File: config.mk
export PLATFORM = sky130hd
export DESIGN_NAME = analog_tx_buffered
export DESIGN_NICKNAME = d
export VERILOG_FILES = /design/src/rtl/analog_tx_buffered.sv
export SDC_FILE = /design/constraint.sdc
export NUM_CORES = 2
export LEC_CHECK = 0
export BUFFER_PORTS_ARGS = -buffer_cell sky130_fd_sc_hd__buf_2
export CORE_ASPECT_RATIO = 1.25
export CORE_UTILIZATION = 47
export DETAILED_ROUTE_END_ITERATION = 8
export PLACE_DENSITY = 0.67
export RECOVER_POWER = 100
export SLEW_MARGIN = 20
export SYNTH_ARGS = -nofsm -noshare
export SYNTH_HDL_FRONTEND = slang
export SYNTH_SLANG_ARGS = --single-unit
File: constraint.sdc
create_clock -name clk_i -period 57.7 [get_ports clk_i]
set_input_delay 2.885 -clock clk_i [delete_from_list [all_inputs] [get_ports clk_i]]
set_output_delay 2.885 -clock clk_i [all_outputs]
set_load 0.1 [all_outputs]
File: src/rtl/analog_tx_buffered.sv
// Spin snapshot transmitter: gated capture, runtime-depth synchronizer chain,
// and a small snapshot FIFO with saturating overflow accounting.
module analog_tx_buffered #(
    parameter int NUM_SPIN       = 256,
    parameter int SYNC_MAX_DEPTH = 4,
    parameter int FIFO_DEPTH     = 4,
    parameter int CNT_W          = 8
) (
    input  logic                                  clk_i,
    input  logic                                  rst_i,
    input  logic                                  en_i,
    input  logic                                  cfg_en_i,
    input  logic [$clog2(SYNC_MAX_DEPTH+1)-1:0]   sync_depth_i,
    input  logic                                  clear_i,
    input  logic [NUM_SPIN-1:0]                   spin_i,
    input  logic                                  cmpt_finish_i,
    output logic                                  spin_valid_o,
    input  logic                                  spin_ready_i,
    output logic [NUM_SPIN-1:0]                   spin_o,
    output logic [$clog2(FIFO_DEPTH+1)-1:0]       fifo_level_o,
    output logic [CNT_W-1:0]                      overflow_cnt_o,
    output logic                                  overflow_o,
    output logic                                  cfg_reject_o,
    output logic                                  idle_o
);

    localparam int DW = $clog2(SYNC_MAX_DEPTH + 1);
    localparam int AW = $clog2(FIFO_DEPTH);
    localparam int LW = $clog2(FIFO_DEPTH + 1);

    logic [DW-1:0]             depth_reg;
    logic [SYNC_MAX_DEPTH-1:0] pipe_v;
    logic [NUM_SPIN-1:0]       pipe_d [SYNC_MAX_DEPTH];
    logic [NUM_SPIN-1:0]       mem    [FIFO_DEPTH];
    logic [AW:0]               wptr, rptr;

    logic [NUM_SPIN-1:0] gated;
    logic [NUM_SPIN-1:0] src_d;
    logic                src_v;
    logic                active;
    logic                fifo_empty, fifo_full;
    logic                push, pop, drop;
    logic [DW-1:0]       cfg_depth;

    assign gated  = spin_i & {NUM_SPIN{cmpt_finish_i}};
    assign active = en_i & ~clear_i;

    // Write source is the stage selected by depth_reg; depth 0 bypasses the chain.
    always_comb begin
        src_v = cmpt_finish_i;
        src_d = gated;
        for (int k = 1; k <= SYNC_MAX_DEPTH; k++) begin
            if (depth_reg == DW'(k)) begin
                src_v = pipe_v[k-1];
                src_d = pipe_d[k-1];
            end
        end
    end

    assign fifo_empty   = (wptr == rptr);
    assign fifo_full    = (wptr[AW] != rptr[AW]) && (wptr[AW-1:0] == rptr[AW-1:0]);
    assign pop          = active & ~fifo_empty & spin_ready_i;
    assign push         = active & src_v & (~fifo_full | pop);
    assign drop         = active & src_v & fifo_full & ~pop;
    assign spin_valid_o = ~fifo_empty;
    assign spin_o       = mem[rptr[AW-1:0]];
    assign fifo_level_o = LW'(wptr - rptr);
    assign idle_o       = ~|pipe_v & fifo_empty;
    assign cfg_depth    = (sync_depth_i > DW'(SYNC_MAX_DEPTH)) ? DW'(SYNC_MAX_DEPTH) : sync_depth_i;

    // Stages past the configured depth never go valid, so idle_o is not held off by them.
    always_ff @(posedge clk_i or posedge rst_i) begin
        if (rst_i) begin
            pipe_v <= '0;
            // NOTE: vector storage is reset too so no stale snapshot survives a reset.
            for (int k = 0; k < SYNC_MAX_DEPTH; k++) pipe_d[k] <= '0;
        end else if (!active) begin
            pipe_v <= '0;
        end else begin
            pipe_v[0] <= cmpt_finish_i && (depth_reg != '0);
            if (cmpt_finish_i) pipe_d[0] <= gated;
            for (int k = 1; k < SYNC_MAX_DEPTH; k++) begin
                pipe_v[k] <= pipe_v[k-1] && (DW'(k) < depth_reg);
                if (pipe_v[k-1]) pipe_d[k] <= pipe_d[k-1];
            end
        end
    end

    always_ff @(posedge clk_i or posedge rst_i) begin
        if (rst_i) begin
            wptr <= '0;
            rptr <= '0;
            for (int k = 0; k < FIFO_DEPTH; k++) mem[k] <= '0;
        end else if (!active) begin
            wptr <= '0;
            rptr <= '0;
        end else begin
            if (push) begin
                mem[wptr[AW-1:0]] <= src_d;
                wptr              <= wptr + 1'b1;
            end
            if (pop) rptr <= rptr + 1'b1;
        end
    end

    // Counters, sticky flags and depth hold while disabled; clear wins over config.
    always_ff @(posedge clk_i or posedge rst_i) begin
        if (rst_i) begin
            depth_reg      <= DW'(SYNC_MAX_DEPTH);
            overflow_cnt_o <= '0;
            overflow_o     <= 1'b0;
            cfg_reject_o   <= 1'b0;
        end else if (clear_i) begin
            overflow_cnt_o <= '0;
            overflow_o     <= 1'b0;
            cfg_reject_o   <= 1'b0;
        end else if (en_i) begin
            if (drop) begin
                overflow_o <= 1'b1;
                if (overflow_cnt_o != {CNT_W{1'b1}}) overflow_cnt_o <= overflow_cnt_o + 1'b1;
            end
            if (cfg_en_i) begin
                if (idle_o) depth_reg    <= cfg_depth;
                else        cfg_reject_o <= 1'b1;
            end
        end
    end

endmodule

==> results <==
- The run finished, with violations left.
- The checks that failed: capacitance limit, slew limit.
- The placed cell area is 0.0989 mm^2.
- The critical path's slowest cell is clkbuf_1.
- In the final timing run, aggregate negative setup slack is 0 ps.
- The multi-input combinational cells in the finished layout cover a total of 0.0400 mm^2.
- The clock network burns 29.6% of the power.
- Clock-pin slew was measured on the worst setup and hold paths at 60 ps.
- After technology mapping, the gate count stands at 6823.
- The detailed-routing iteration count for the pre-antenna-repair pass is 5.
- The number of setup buffers added after CTS is 0.
- In the global route stage, met3 resource usage came out at 6.59%.
- Max-cap violations in this run came to 70.
- Summing every instance area after synthesis gives 0.0948 mm^2.
- Fill cells in the final layout number 16.8k.
- The power per cell area is 45.8 mW/mm^2.
- The synthesized-area fraction occupied by ao, oa, aoi and oai cells is 7.34%.
- Summing the areas of all fa, ha and maj instances in the mapped netlist gives 0.127% of the synthesized area.
- Summed over its instances, the top area cell type makes up 54.7% of the synthesized netlist area.
- The largest registers in the layout are mem (1024), pipe_d (1024), overflow_cnt_o (8).
- The count of standard-cell rows is 183.
- By area, the combinational part of the netlist is dominated by multiplexers.
- The analysis attributes to net switching a power of 1900 uW.
- The final layout contains routed wiring with a total length of 265000 um.
- The number of top-level pins is 537.
- Relative to the synthesized area, the layout overhead comes to 11.4%.
- The total area inside the core boundary comes to 0.200 mm^2.
- By area the synthesized netlist is led by dfrtp_1 55%, mux2_2 13%, mux2_1 11%.
- The worst setup path is launched from an input pin.
- The transition time at the pin with the least slew margin is 9470 ps.
- The initial core utilization is 47.5%.
- For this run, the post-layout net count is 7381.
- Measured along the x axis, the die boundary spans 404 um.
- IR analysis of the VDD net gives a maximum drop of 0.0483 mV.
- For this run, the number of standard cells in the final layout without fillers is 10.0k.
- The number of library cell types mapped by synthesis is 46.
- Global routing finished with a remaining overflow of 0.
- The global-route wire length before repair is 405000 um.
- The final setup violation count is 0.
- CTS built an H-tree with a depth of 4.
- When the netlist entered floorplanning its net count stood at 7098.
- Routability-driven placement finished with a final weighted congestion of 0.773.
- Of all nets on the critical path, the largest fanout is 175.
- Static timing analysis puts the maximum clock frequency at 36.1 MHz.
- The met1 layer usage reported by global route is 35.4%.
- At the placement stage, the worst setup path has a slack of 49440 ps.
- Summing the areas of all and, or, nand and nor instances in the mapped netlist gives 4.17% of the synthesized area.
- The class of the worst hold path is flip-flop to flip-flop.
- TritonCTS built the clock tree.
- The worst-case setup margin in the final layout is 30020 ps.
- The number of DRC violations after detailed routing is 0.
- In the final routed layout, each cell accounts on average for 26.4 um.
- The worst setup skew after layout is 67.5 ps.
- The initial antenna violation count came to 121.
- The routed layout has 61.0k vias.
- The worst setup path is of the input pin to async pin kind.
- The post-cts hold buffer count is 0.
- The later pin in the worst-skew pair is clocked with a latency of 890 ps.
- The deepest clock path buffer count is 3.
- Entering global routing, the biggest net connects 188 pins.
- Setup repair after global routing left no endpoint under its margin.
- The tree built by TritonCTS fans out to 2071 sinks.
- The number of buffers inserted during clock tree synthesis is 206.
- After synthesis, the mean cell area works out to 13.9 um^2.
- The overall global routing resource usage is 26.0%.
- Summing all flip-flop and latch instances after layout gives 0.0518 mm^2.
- The signal on the critical path passes through clkbuf_1 > clkinvlp_4 > clkbuf_1 > clkbuf_1 > clkbuf_1 > clkbuf_1 > clkbuf_1.
- The arrival time of the worst setup path is 26470 ps.
- The count of cells resized by post-cts repair is 0.
- The die covers 0.203 mm^2.
- Detailed placement finished with a half-perimeter wire length of 159000 um.
- Among the stages of the critical path, the cell type that occurs most often is clkbuf_1.
- The post-synthesis cell type with the largest combined area is dfrtp_1.
- The area of all placed cells without fillers is 0.106 mm^2.
- The endpoint type of the worst setup path is an async pin.
- The final critical path time including I/O delays and setup is 27680 ps.
- Yosys printed 0 warnings.
- The remaining number of nets flagged by the antenna check after routing is 0.
- The floorplan die height is 504 um.
- In this run the tool buffered the top-level ports with 536 buffer cells.
- The multiplexer share of the synthesized area is 30.5%.
- Per report_power, the sequential group accounts for 37.7% of the total.
- The flop and latch count out of synthesis is 2071.
- The count of final max-slew check failures came to 4399.
- In this run, placement finished with an instance count of 9578.
- The number of DRC markers after the initial detailed-route iteration is 5035.
- Of the cells placed in the final design, the portion with a size suffix greater than 1 is 28.1%.
- Net switching is 39.3% of the power.
- After Yosys synthesis, XOR and XNOR cells account for 0.0370% of the synthesized area.
- The buffer type at the clock tree root is clkbuf_16.
- met2 is the most crowded layer.
- Using the TritonRoute via totals, the vias-per-cell ratio works out to 6.10.
- The worst pin sits at a relative slew slack of -531%.
- The number of global-route vias before repair came to 64.2k.
- For this run, global-route usage on met2 was measured as 41.0%.
- The stage delay of the slowest cell on the critical path is 6490 ps.
- The total internal power is 2940 uW.
- For this design the static power due to leakage is 0.0499 uW.
- The share of total power dissipated in combinational logic is 32.7%.
- The worst path required time is 56480 ps.
- Sequential cells were found to cover 54.7% of the synthesized design area.
- The number of endpoints with negative hold slack in the final report came to 0.
- The part of the cycle the worst path needs is 48.0%.
-- power by group through the flow --
stage / clock, uW / sequential [uW] / combinational, uW
global route: 1510 / 1860 / 1660
detailed placement: 0 / 1850 / 1610
CTS: 1460 / 1820 / 1610
finish: 1430 / 1830 / 1580
global placement: 0 / 1830 / 1590
floorplan: 0 / 1820 / 1280
-- metrics by stage --
step	utilization (%)	hold slack, ps	power [uW]
6_report	52.9	485	4840
5_1_grt	52.8	498	5030
4_1_cts	53.2	489	4890
3_5_place_dp	49.6	475	3460
3_3_place_gp	49.5	468	3420
2_1_floorplan	-	459	3090
-- final cells by class --
class | instances | share of cell area [%]
multi-input combinational | 4179 | 37.8
antenna | 54 | 0.128
clock inverter | 70 | 1.06
timing repair buffer | 635 | 2.81
inverter | 13 | 0.0521
sequential | 2071 | 49.1
clock buffer | 304 | 5.84
tap | 2682 | 3.18
-- cells by family (layout without fill, tap and decap cells) --
| family | count (synthesis) | in the layout |
|---|---|---|
| compound gates | 1054 | 1054 |
| xor+xnor | 4 | 4 |
| fa+ha+maj | 9 | 9 |
| buf+inv | 573 | 1022 |
| flops | 2071 | 2071 |
| mux | 2308 | 2308 |
| other cells | 0 | 54 |
| simple gates | 804 | 804 |
-- Yosys cell counts, drive strengths merged --
cell	n
a22oi	89
or4	5
mux2	2051
clkinv	1
o22ai	118
nand3b	4
a21o	51
nor4	2
and3b	1
xnor2	2
mux4	256
nand2	360
o221a	1
or3	3
o221ai	1
nand3	13
nor3	142
nor2b	3
buf	226
clkbuf	334
nor3b	1
nor2	12
a211o	1
a211oi	1
o21bai	1
fa	1
xor2	2
and3	1
a221oi	89
o21ai	95
a221o	103
mux2i	1
nand2b	257
dfstp	1
inv	12
a21oi	383
ha	8
o31ai	121
dfrtp	2070
-- worst max-delay path: cells and delay by family --
family | cells | cell delay (ps)
buf+inv | 7 | 23020
-- worst paths after layout --
check | from | to | slack [ps] | cells after the start
worst max register to register | rptr[0] | mem[834] | 42220 | 7
worst min register to register | mem[340] | mem[340] | 480 | 1
min in group asynchronous | rst_i | pipe_d[121] | 3350 | 3
worst min-delay path | mem[340] | mem[340] | 480 | 1
worst max-delay path | rst_i | mem[466] | 30020 | 7
max in group clk_i | clear_i | mem[834] | 41910 | 8
-- routing by layer --
metal / part of all wire [%] / wire length [um] / vias to the layer above
met5: 0.30 / 804 / -
met4: 2.5 / 6650 / 124
met3: 8.2 / 21700 / 497
met2: 47 / 124000 / 1904
met1: 42 / 112000 / 32622
li1: - / - / 25852
-- placed cells by master (no fill, tap or decap), types with 4 or more instances in the layout --
cell type	count
nand3b_1	4
clkbuf_1	359
ha_1	8
or4_1	5
clkbuf_16	208
buf_2	271
inv_1	11
clkinv_2	29
a221oi_1	89
mux2_2	1120
buf_4	33
clkinvlp_4	4
nand2_1	357
inv_6	4
bufinv_16	23
clkinv_16	4
nand2b_1	257
mux2_1	931
a21o_1	51
diode_2	54
o21ai_0	95
a221o_1	103
dfrtp_1	2067
nor3_1	142
nand3_1	13
o31ai_1	121
a21oi_1	383
a22oi_1	89
mux4_2	256
o22ai_1	118
clkbuf_8	60
nor2_1	11
buf_12	7
(Power assumes the default switching activity.)
